$ cat src/rtl/decode_scanner_if.sv
// Bus between the decode scanner and its surroundings: scan control, decoder
// select/one-hot pair, and scan result.
interface decode_scanner_if #(
    parameter int ADDR_W = 3
);
    localparam int N = 2 ** ADDR_W;

    logic              start;
    logic [N-1:0]      skip_mask;
    logic [ADDR_W-1:0] addr;
    logic              addr_valid;
    logic [N-1:0]      y;
    logic              busy;
    logic              done;
    logic [N-1:0]      err_mask;
    logic [ADDR_W:0]   err_count;

    // The scanner side.
    modport master (
        input  start, skip_mask, y,
        output addr, addr_valid, busy, done, err_mask, err_count
    );

    // The controller and decoder side.
    modport slave (
        output start, skip_mask, y,
        input  addr, addr_valid, busy, done, err_mask, err_count
    );
endinterface

$ cat src/rtl/decode_scanner.sv
// Address sequencer for the one-hot decoder: steps every unskipped select value,
// holds it for DWELL cycles and flags addresses whose one-hot output is wrong.
module decode_scanner #(
    parameter int ADDR_W = 3,
    parameter int DWELL  = 2
) (
    input logic              clk,
    input logic              rst_n,
    decode_scanner_if.master bus
);
    localparam int N     = 2 ** ADDR_W;
    localparam int CNT_W = 4;

    localparam logic [1:0] S_IDLE  = 2'd0;
    localparam logic [1:0] S_DRIVE = 2'd1;
    localparam logic [1:0] S_DONE  = 2'd2;

    logic [1:0]        state;
    logic [ADDR_W-1:0] idx;
    logic [CNT_W-1:0]  cnt;
    logic [N-1:0]      skip_q;

    logic              found_first;
    logic              found_next;
    logic [ADDR_W-1:0] first_idx;
    logic [ADDR_W-1:0] next_idx;
    logic [N-1:0]      expected;

    // Descending search so the last hit is the lowest qualifying address.
    // NOTE: every variable gets a default at the top of always_comb so no path
    // leaves it unassigned, which would otherwise infer a latch.
    always_comb begin
        found_first = 1'b0;
        first_idx   = '0;
        found_next  = 1'b0;
        next_idx    = '0;
        for (int i = N - 1; i >= 0; i--) begin
            if (!bus.skip_mask[i]) begin
                found_first = 1'b1;
                first_idx   = ADDR_W'(i);
            end
            if (!skip_q[i] && (i > int'(idx))) begin
                found_next = 1'b1;
                next_idx   = ADDR_W'(i);
            end
        end
    end

    assign expected = {{(N-1){1'b0}}, 1'b1} << idx;

    // NOTE: state is updated with non-blocking assignments so every register
    // sees the pre-edge values of the others, independent of statement order.
    always_ff @(posedge clk) begin
        if (!rst_n) begin
            state          <= S_IDLE;
            idx            <= '0;
            cnt            <= '0;
            skip_q         <= '0;
            bus.addr       <= '0;
            bus.addr_valid <= 1'b0;
            bus.busy       <= 1'b0;
            bus.done       <= 1'b0;
            bus.err_mask   <= '0;
            bus.err_count  <= '0;
        end else begin
            case (state)
                S_IDLE: begin
                    if (bus.start) begin
                        bus.err_mask  <= '0;
                        bus.err_count <= '0;
                        skip_q        <= bus.skip_mask;
                        cnt           <= '0;
                        if (found_first) begin
                            idx            <= first_idx;
                            bus.addr       <= first_idx;
                            bus.addr_valid <= 1'b1;
                            bus.busy       <= 1'b1;
                            state          <= S_DRIVE;
                        end else begin
                            bus.done <= 1'b1;
                            state    <= S_DONE;
                        end
                    end
                end
                S_DRIVE: begin
                    if (cnt == CNT_W'(DWELL - 1)) begin
                        // Case inequality so an X/Z from an undecoded select counts as an error.
                        if (bus.y !== expected) begin
                            bus.err_mask[idx] <= 1'b1;
                            bus.err_count     <= bus.err_count + (ADDR_W+1)'(1);
                        end
                        cnt <= '0;
                        if (found_next) begin
                            idx      <= next_idx;
                            bus.addr <= next_idx;
                        end else begin
                            bus.addr       <= '0;
                            bus.addr_valid <= 1'b0;
                            bus.busy       <= 1'b0;
                            bus.done       <= 1'b1;
                            state          <= S_DONE;
                        end
                    end else begin
                        cnt <= cnt + CNT_W'(1);
                    end
                end
                S_DONE: begin
                    bus.done <= 1'b0;
                    state    <= S_IDLE;
                end
                default: state <= S_IDLE;
            endcase
        end
    end
endmodule

$ cat src/flat_wrapper.sv
// flat-port wrapper written by rule: the top's interface ports become plain ports
module decode_scanner_flat 
#(
    parameter int ADDR_W = 3,
    parameter int DWELL  = 2
)
  (clk, rst_n, bus_start, bus_skip_mask, bus_y, bus_addr, bus_addr_valid, bus_busy, bus_done, bus_err_mask, bus_err_count);
  decode_scanner_if #(.ADDR_W(ADDR_W)) bus_i ();
  input logic clk;
  input logic rst_n;
  input wire logic [$bits(bus_i.start)-1:0] bus_start;
  input wire logic [$bits(bus_i.skip_mask)-1:0] bus_skip_mask;
  input wire logic [$bits(bus_i.y)-1:0] bus_y;
  output wire logic [$bits(bus_i.addr)-1:0] bus_addr;
  output wire logic [$bits(bus_i.addr_valid)-1:0] bus_addr_valid;
  output wire logic [$bits(bus_i.busy)-1:0] bus_busy;
  output wire logic [$bits(bus_i.done)-1:0] bus_done;
  output wire logic [$bits(bus_i.err_mask)-1:0] bus_err_mask;
  output wire logic [$bits(bus_i.err_count)-1:0] bus_err_count;
  assign bus_i.start = bus_start;
  assign bus_i.skip_mask = bus_skip_mask;
  assign bus_i.y = bus_y;
  assign bus_addr = bus_i.addr;
  assign bus_addr_valid = bus_i.addr_valid;
  assign bus_busy = bus_i.busy;
  assign bus_done = bus_i.done;
  assign bus_err_mask = bus_i.err_mask;
  assign bus_err_count = bus_i.err_count;
  decode_scanner #(.ADDR_W(ADDR_W), .DWELL(DWELL)) u_core (.clk(clk), .rst_n(rst_n), .bus(bus_i));
endmodule
$ cat config.mk
export PLATFORM = sky130hd
export DESIGN_NAME = decode_scanner_flat
export DESIGN_NICKNAME = d
export VERILOG_FILES = /design/src/rtl/decode_scanner_if.sv /design/src/rtl/decode_scanner.sv /design/src/flat_wrapper.sv
export SDC_FILE = /design/constraint.sdc
export NUM_CORES = 1
export LEC_CHECK = 0
export BUFFER_PORTS_ARGS = -buffer_cell sky130_fd_sc_hd__buf_2
export CORE_MARGIN = 4
export CORE_UTILIZATION = 30
export DETAILED_ROUTE_END_ITERATION = 8
export HOLD_SLACK_MARGIN = 0.08
export SLEW_MARGIN = 20
export SYNTH_ARGS = -nofsm -noshare
export SYNTH_HDL_FRONTEND = slang
export SYNTH_SLANG_ARGS = --single-unit
$ cat constraint.sdc
create_clock -name clk -period 2 [get_ports clk]
set_input_delay 0.1 -clock clk [delete_from_list [all_inputs] [get_ports clk]]
set_output_delay 0.1 -clock clk [all_outputs]
set_load 0.005 [all_outputs]
-- Word-level counts from Yosys, hierarchy flattened
Index checks and enable logic that the tools add are counted.
- add/sub/neg operators: 2
- $lt $le $gt $ge: 9
- equal/unequal tests: 11
- shift-type cells: 1
- muxes and demuxes: 65
- bitwise logic cells: 1
- reductions and logical operators: 26
- operators with widths (operator ; number):
    2-to-1 mux 3 bit ; 21
    2-to-1 mux 1 bit ; 24
    2-to-1 mux 8 bit ; 3
    2-to-1 mux 4 bit ; 4
    case mux 4 bit (2 select lines) ; 2
    case mux 8 bit (2 select lines) ; 1
    AND reduction 5 bit ; 3
    > comparator 3 bit, first input constant ; 4
    case mux 3 bit (2 select lines) ; 2
    adder 4 x 1 -> 4 bit, second input constant ; 2
    logical AND 1 bit ; 8
    2-to-1 mux 2 bit ; 4
    != test 2 x 1 -> 1 bit, second input constant ; 4
    !== test 8 bit ; 1
    OR 8 bit ; 1
    AND reduction 4 bit ; 2
    left shift 1 x 3 -> 8 bit, first input constant ; 1
    zero test 1 bit ; 7
    > comparator 2 x 3 -> 1 bit, first input constant ; 2
    != test 2 bit, second input constant ; 3
    == test 4 x 1 -> 1 bit, second input constant ; 1
    less-than comparator 3 x 4 -> 1 bit, second input constant ; 1
    case mux 2 bit (2 select lines) ; 1
    AND reduction 2 bit ; 2
    11 further kinds ; 11
- register bits after elaboration: 34
- bits of input ports: 19
- output and inout port bits: 18
- word-level logic and storage cells: 124

-- Longest topological paths before layout
Gate-level depths: netlist (run 1).
- word-level depth: 12
- depth in mapped cells: 8
- mapped depth without buffers: 8

-- Least setup slack after synthesis (run 1)
OpenSTA, ideal clock, no wires.
- path kind: flip-flop to flip-flop
- start point: reg u_core.idx[1]
- end point: reg u_core.bus.err_count[2]
- library setup time: 0.121 ns
- arrival time: 1.837 ns
- required time: 1.879 ns
- path slack: 0.042 ns
- cell stages (with the launch flop): 8
- path buffers: 1
- period minus slack after synthesis: 1.958 ns
- path through: dfxtp_1 > buf_6 > or4b_1 > o32ai_1 > a21oi_1 > o31a_1 > nand2_1 > mux2_2
- cells in the longest elaborated chain, start to end: 4
- ends and longest elaborated chain (what ; RTL line ; RTL):
    from (decl) ; decode_scanner.sv:19 ; logic [ADDR_W-1:0] idx;
    from (signal assigned) ; decode_scanner.sv:74 ; idx <= first_idx;
    from (signal assigned) ; decode_scanner.sv:94 ; idx <= next_idx;
    left shift 1 x 3 -> 8 bit ; decode_scanner.sv:49 ; assign expected = {{(N-1){1'b0}}, 1'b1} << idx;
    !== test 8 bit ; decode_scanner.sv:88 ; if (bus.y !== expected) begin
    != test 2 x 1 -> 1 bit (no line) ; n/a ;
    AND reduction 4 bit (no line) ; n/a ;
    to (signal assigned) ; decode_scanner.sv:90 ; bus.err_count <= bus.err_count + (ADDR_W+1)'(1);
    to (decl) ; decode_scanner_if.sv:21 ; output addr, addr_valid, busy, done, err_mask, err_count
Every way passes these cells.
A chain may end at the register's enable or synchronous reset.

-- Worst setup path after layout (run 1)
Same ends and word-level chain as after synthesis.

==> summary.txt, run 1 <==
Clocking
  – CTS Buf Count: 5
  – Clk buf depth: 2
  – Root Buffer: clkbuf_8
  – Worst-skew pair later-pin latency: 0.28 ns
  – Post-CTS setup buffers: 0
  – Worst-path clk slew: ~0.07 ns
  – CTS H-Tree Depth: 2
  – CTS tree: done
  – Cts hold-fix bufs: 0
  – TritonCTS Sinks: 33

Floorplanning
  – Chip Height: between 80 and 90 um
  – Site Rows: 27
  – Core area: 5608 um2
  – # IOs: 37
  – Die area: ~7000 um2
  – Starting Density: 0.3150
  – Die W: roughly 85 um

STA
  – Tmin final: 1.888 ns
  – Relative slew slack: 0.7363
  – Crit share post-route: 0.9438
  – Fmax: between 500 and 600 MHz
  – Actual slew at the worst max-slew pin: just under 0.4 ns
  – Total negative slack: 0 ns
  – Final Hold Fails: 0
  – Final worst slack: roughly 0.11 ns
  – Clk_skew: roughly 0.0043 ns
  – # setup viols final: 0
  – Max Slew Vio Count: 0

Placement
  – GP Congestion: between 0.8 and 0.9
  – Port Buffers: 36
  – Pre-CTS WS: approximately 0.054 ns
  – Post-DP Area: roughly 2100 um2
  – DP Wirelength: 3.347 mm

Setup path
  – Worst path slowest cell: or4b_1
  – Worst Setup Start Kind: register
  – Largest stage delay, worst path: 0.52 ns
  – CP arrival: roughly 2.1 ns
  – Crit-path cells: or4b_1 > o32ai_1 > a21oi_1 > o31a_1 > nand2_1 > mux2_2
  – CP required: 2.17 ns
  – Critical Path Fanout Max: 6
  – CP bufs+invs: 0
  – Worst setup EP type: register
  – WS Path Type: reg2reg
  – Largest delay contributor family on the critical path: simple AND/OR/NAND/NOR gates

Detailed routing
  – DR iter-0 viols: 53
  – Vias: 1,703
  – WL final: 4.354 mm
  – Antenna Nets Post-Route: 0
  – Avg WL per Cell: between 10 and 15 um
  – DRC errors left: 0
  – Via density: about 5.0
  – TritonRoute pass-1 iters: 4

Global routing
  – Vias in the first global route: ~1,700
  – Maximum number of pins on one net before global-route repair: 28
  – GRT overflow: 0
  – First-pass GRT wire length: 7.590 mm
  – GRT Total Usage: 0.1282
  – Initial antenna violation count: 0

Synthesis
  – Post-synthesis cell count: about 220
  – #FFs+latches synth: 33
  – Synth top area cells: dfxtp_1, mux2i_1, nor2b_1, a21oi_1, nor2_1
  – Synthesized area per cell: around 8.1 um2
  – Top cell type by total area after synthesis: dfxtp_1
  – Mapped Area: around 1800 um2
  – Netlist cell types: between 40 and 50
  – Register area share after synthesis: 0.3739
  – Yosys top cell area share: 0.3739
  – Synth warn: 0
  – Post-synth net total: between 200 and 250

Layout
  – Most frequent cells in the layout: buf_2, dfxtp_1, nor2_1
  – Area grow syn2layout: 26.56%
  – Share of cells above drive strength 1: 0.2841
  – Commonest non-fill, non-tap cell in the layout: buf_2
  – Antenna cells: 0
  – Design Area, Final: approximately 2200 um2
  – Fillers: 626
  – Final nets: 292

Status
  – Outcome: finished, final reports clean

Power and ir drop
  – Peak VDD IR: 0.2875 mV
  – P_leak: 0.9280 nW
  – Pwr/cell area: between 600 and 700 nW/um2

Worst hold path
  – Hold WC Path Type: in2reg

Job
  – Max capacitance violation total: 0
[power breakdown]
part | switching (mW) | internal, mW
logic | 0.143 | 0.130
clock network | 0.242 | 0.241
registers | 0.0294 | 0.686
total | 0.414 | 1.06
[flip-flops by register name, indices dropped and copies added (netlist names)]
| signal | cells |
|---|---|
| u_core.bus.addr | 3 |
| u_core.bus.addr_valid | 1 |
| u_core.bus.done | 1 |
| u_core.bus.err_count | 4 |
| u_core.bus.err_mask | 8 |
| u_core.cnt | 4 |
| u_core.idx | 3 |
| u_core.skip_q | 7 |
| u_core.state | 2 |
[through the flow]
step	util	hold WS [ns]	total power, mW	instances
after global placement	0.3795	0.3985	0.9943	335
after detailed placement	0.3795	0.4033	0.9973	335
after floorplan	-	0.2604	0.8847	218
final	0.3987	0.1101	1.472	343
after CTS	0.3942	0.1077	1.485	343
after global routing	0.3987	0.1287	1.561	343
[path summary, 6_finish.rpt]
path,from,end,slack [ns],cells after the start
worst max-delay path,u_core.idx[1],u_core.bus.err_count[2],0.11,6
worst min-delay path,bus_skip_mask[1],u_core.skip_q[1],0.11,3
worst max register to register,u_core.idx[1],u_core.bus.err_count[2],0.11,6
worst min register to register,u_core.bus.err_mask[1],u_core.bus.err_mask[1],0.47,2
[area by class of cell]
cell class              instances  area, um2  area share
well taps                      72      90.09     0.04029
flip-flops and latches         33      664.4      0.2971
repair buffers                 57      337.8      0.1511
clock inverters                 2      10.01    0.004477
inverters                       7      26.28     0.01175
clock buffers                   6      72.57     0.03246
multi-input cells             166       1035      0.4628
[kinds of logic after synthesis]
group / share of synthesized area
mux: 0.06303
compound gates: 0.2153
simple gates: 0.2741
buf+inv: 0.05241
fa+ha+maj: 0.02125
flops: 0.3739
[cell usage after synthesis (all sizes together)]
master,instances
clkbuf,6
and4,1
nor2b,14
o221a,1
a22oi,1
o32ai,1
a21oi,17
a41oi,2
dfxtp,33
nand2,17
a211oi,1
o311ai,1
o21a,1
o31ai,1
and2,4
and3,1
inv,7
a21boi,5
nor2,22
ha,3
o22ai,4
or2,1
o21bai,1
a31o,1
or4b,1
buf,6
nor3b,2
mux2i,10
nor4,2
nand4b,1
nor3,4
o31a,1
or3b,1
nand3,5
nand4,5
o21ai,13
a21o,3
nand2b,7
mux2,1
a31oi,7
and3b,2
nand4bb,1
[worst reg2reg max path, cell delays in order, from the launching register on]
cell     delay, ns
dfxtp_2       0.34
or4b_1        0.52
o32ai_1       0.14
a21oi_1       0.06
o31a_1        0.30
nand2_1       0.09
mux2_2        0.32
[per-layer routing]
metal | wire, um | global-route usage | share of wire | vias to the layer above
li1 | - | - | - | 882
met1 | 2047 | 0.1598 | 0.47 | 794
met2 | 2080 | 0.2185 | 0.48 | 22
met3 | 177 | 0.03631 | 0.041 | 5
met4 | 48 | 0.03022 | 0.011 | 0
met5 | 0 | 0 | 0 | -
[what timing repair did]
item                       in CTS  in global routing
hold endpoints to repair        0                  0
gates resized for setup         0                  8
setup endpoints to repair       0                 14
No activity file was read; power rests on OpenSTA's default activity.
==> run 2, diff against run 1 <==
--- a/config.mk
+++ b/config.mk
@@ -7,9 +7,11 @@
 export LEC_CHECK = 0
 export BUFFER_PORTS_ARGS = -buffer_cell sky130_fd_sc_hd__buf_2
 export CORE_MARGIN = 4
-export CORE_UTILIZATION = 30
+export CORE_UTILIZATION = 49
+export CTS_CLUSTER_DIAMETER = 60
 export DETAILED_ROUTE_END_ITERATION = 8
 export HOLD_SLACK_MARGIN = 0.08
+export PLACE_DENSITY = 0.76
 export SLEW_MARGIN = 20
 export SYNTH_ARGS = -nofsm -noshare
 export SYNTH_HDL_FRONTEND = slang
==> run 2 against run 1 <==
Via count grew 0.76%. Register-to-register slack lost 0.02 ns. Largest cell class unchanged. Global-route usage grew 7.4 points. Routed wire length shrank 4.4%. Critical path type unchanged. Sequential share of layout area grew 0.16 points. Clock skew grew 0.0026 ns. Power shrank 9.7%. Largest power group unchanged. Core utilization grew 25 points. Sequential power is essentially flat. Die area shrank 36%. Flip-flop and latch count is the same. Critical path depth grew 1.
==> summary.txt, run 2 (synthesis results as in run 1) <==
Placement
  – DP Wirelength: 3.087 mm
  – Port Buffers: 36
  – Pre-CTS WS: approximately 0.042 ns
  – GP Congestion: 0.8249
  – Post-DP Area: 2096 um2

Layout
  – Area of the multi-input gates: 1022 um2
  – Max FFs per register: 8
  – Design Area, Final: ~2200 um2
  – Antenna cells: 0
  – Commonest non-fill, non-tap cell in the layout: buf_2
  – Final nets: 299
  – Fin util: 0.6498
  – Top reg by flops: u_core.bus.err_mask
  – Leading registers by flop count: u_core.bus.err_mask x8, u_core.skip_q x7
  – FF+latch area: 663.1 um2
  – Area grow syn2layout: 25.64%
  – Fillers: 298
  – Share of cells above drive strength 1: 0.2609
  – Most frequent cells in the layout: buf_2, dfxtp_1, nor2_1

Setup path
  – Reg2Reg Setup Slack: 0.09 ns
  – Crit path capture: u_core.bus.err_count[3]
  – Reg2reg path depth: 7
  – Worst setup EP type: register
  – Worst Setup Start Kind: register
  – FF-to-FF End: u_core.bus.err_count[3]
  – WS Path Type: reg2reg
  – CP arrival: around 2.2 ns
  – FF-to-FF Start: u_core.idx[1]
  – Worst setup startpoint: u_core.idx[1]
  – Critical Path Fanout Max: 8
  – CP required: 2.27 ns

STA
  – Relative slew slack: 0.7423
  – Max Slew Vio Count: 0
  – Fmax: 522.9 MHz
  – Actual slew at the worst max-slew pin: just under 0.4 ns
  – Final worst slack: about 0.09 ns
  – Final Hold Fails: 0
  – Unrepaired setup endpoints after global routing: yes
  – Clk_skew: a little under 0.007 ns
  – # setup viols final: 0
  – Crit share post-route: 0.9561
  – Total negative slack: 0 ns
  – Tmin final: 1.912 ns

Clocking
  – Worst-path clk slew: about 0.10 ns
  – CTS Buf Count: 5
  – CTS tree: done
  – Worst-skew pair later-pin latency: 0.34 ns
  – Clk buf depth: 2
  – Root Buffer: clkbuf_4
  – TritonCTS Sinks: 33
  – CTS H-Tree Depth: 2

Floorplanning
  – Core area: 3416 um2
  – Die W: slightly below 70 um
  – Die area: about 4600 um2
  – Site Rows: 21
  – Chip Height: around 70 um
  – Starting Density: 0.5172
  – # IOs: 37

Detailed routing
  – WL final: around 4.2 mm
  – DR iter-0 viols: 62
  – Antenna Nets Post-Route: 0
  – Avg WL per Cell: 12.93 um
  – DRC errors left: 0
  – Vias: around 1,700
  – TritonRoute pass-1 iters: 4
  – Via density: about 5.3

Global routing
  – GRT overflow: 0
  – Maximum number of pins on one net before global-route repair: 28
  – Initial antenna violation count: 0
  – Vias in the first global route: ~1,600
  – First-pass GRT wire length: between 7 and 8 mm
  – GRT Total Usage: 0.2019

Status
  – Outcome: finished, final reports clean

Power and ir drop
  – Pwr/cell area: 598.5 nW/um2
  – Peak VDD IR: approximately 0.36 mV
  – P_leak: 0.9356 nW
  – Tot Pwr: around 1.3 mW

Job
  – Max capacitance violation total: 0

Worst hold path
  – Hold WC Path Type: in2reg
==> run 2: per-layer routing <==
metal | global-route usage | share of wire
met5 | 0 | 0
met4 | 0.06452 | 0.012
met3 | 0.05911 | 0.047
met2 | 0.3285 | 0.47
met1 | 0.2553 | 0.47
==> run 2: repair_timing <==
action	CTS	global route
gates resized for setup	0	4
buffers inserted	0	0
endpoints found under the hold margin	7	0
setup endpoints to repair	0	12
hold buffers	7	0
==> run 2: power by group <==
group          internal (mW)  total (mW)  switching, mW  leakage [nW]
sequential             0.685       0.714         0.0287         0.269
clock                  0.122       0.336          0.214        0.0269
combinational          0.138       0.279          0.141         0.639
total                  0.945        1.33          0.384         0.936
==> run 2: critical path: stages, from the launching register on <==
cell and delay [ns]:
dfxtp_2 0.37, or4b_1 0.52, o32ai_1 0.14, a21oi_1 0.06, o31a_1 0.30, buf_4 0.18, a21o_1 0.15, a21oi_1 0.12
==> run 2: worst min path at each step <==
stage,to,cells past startpoint,startpoint,slack [ns]
finish,u_core.state[1],3,rst_n,0.19
global route,u_core.state[1],3,rst_n,0.20
CTS,u_core.state[1],3,rst_n,0.17
detailed placement,u_core.skip_q[1],3,bus_skip_mask[1],0.40
global placement,u_core.skip_q[1],3,bus_skip_mask[1],0.40
floorplan,u_core.skip_q[1],2,bus_skip_mask[1],0.26
==> run 2: layout make-up <==
| cell class | instances | share of cell area |
|---|---|---|
| timing repair buffer | 64 | 0.1838 |
| clock inverter | 1 | 0.002255 |
| multi-input combinational | 166 | 0.4605 |
| tap | 46 | 0.02593 |
| sequential | 33 | 0.2988 |
| clock buffer | 5 | 0.01691 |
| inverter | 7 | 0.01184 |
==> run 2: per-stage QoR <==
stage / hold WS (ns) / cells
2_1_floorplan: 0.2604 / 218
3_3_place_gp: 0.3951 / 309
3_5_place_dp: 0.4035 / 309
4_1_cts: 0.1705 / 322
5_1_grt: 0.1962 / 322
6_report: 0.1877 / 322
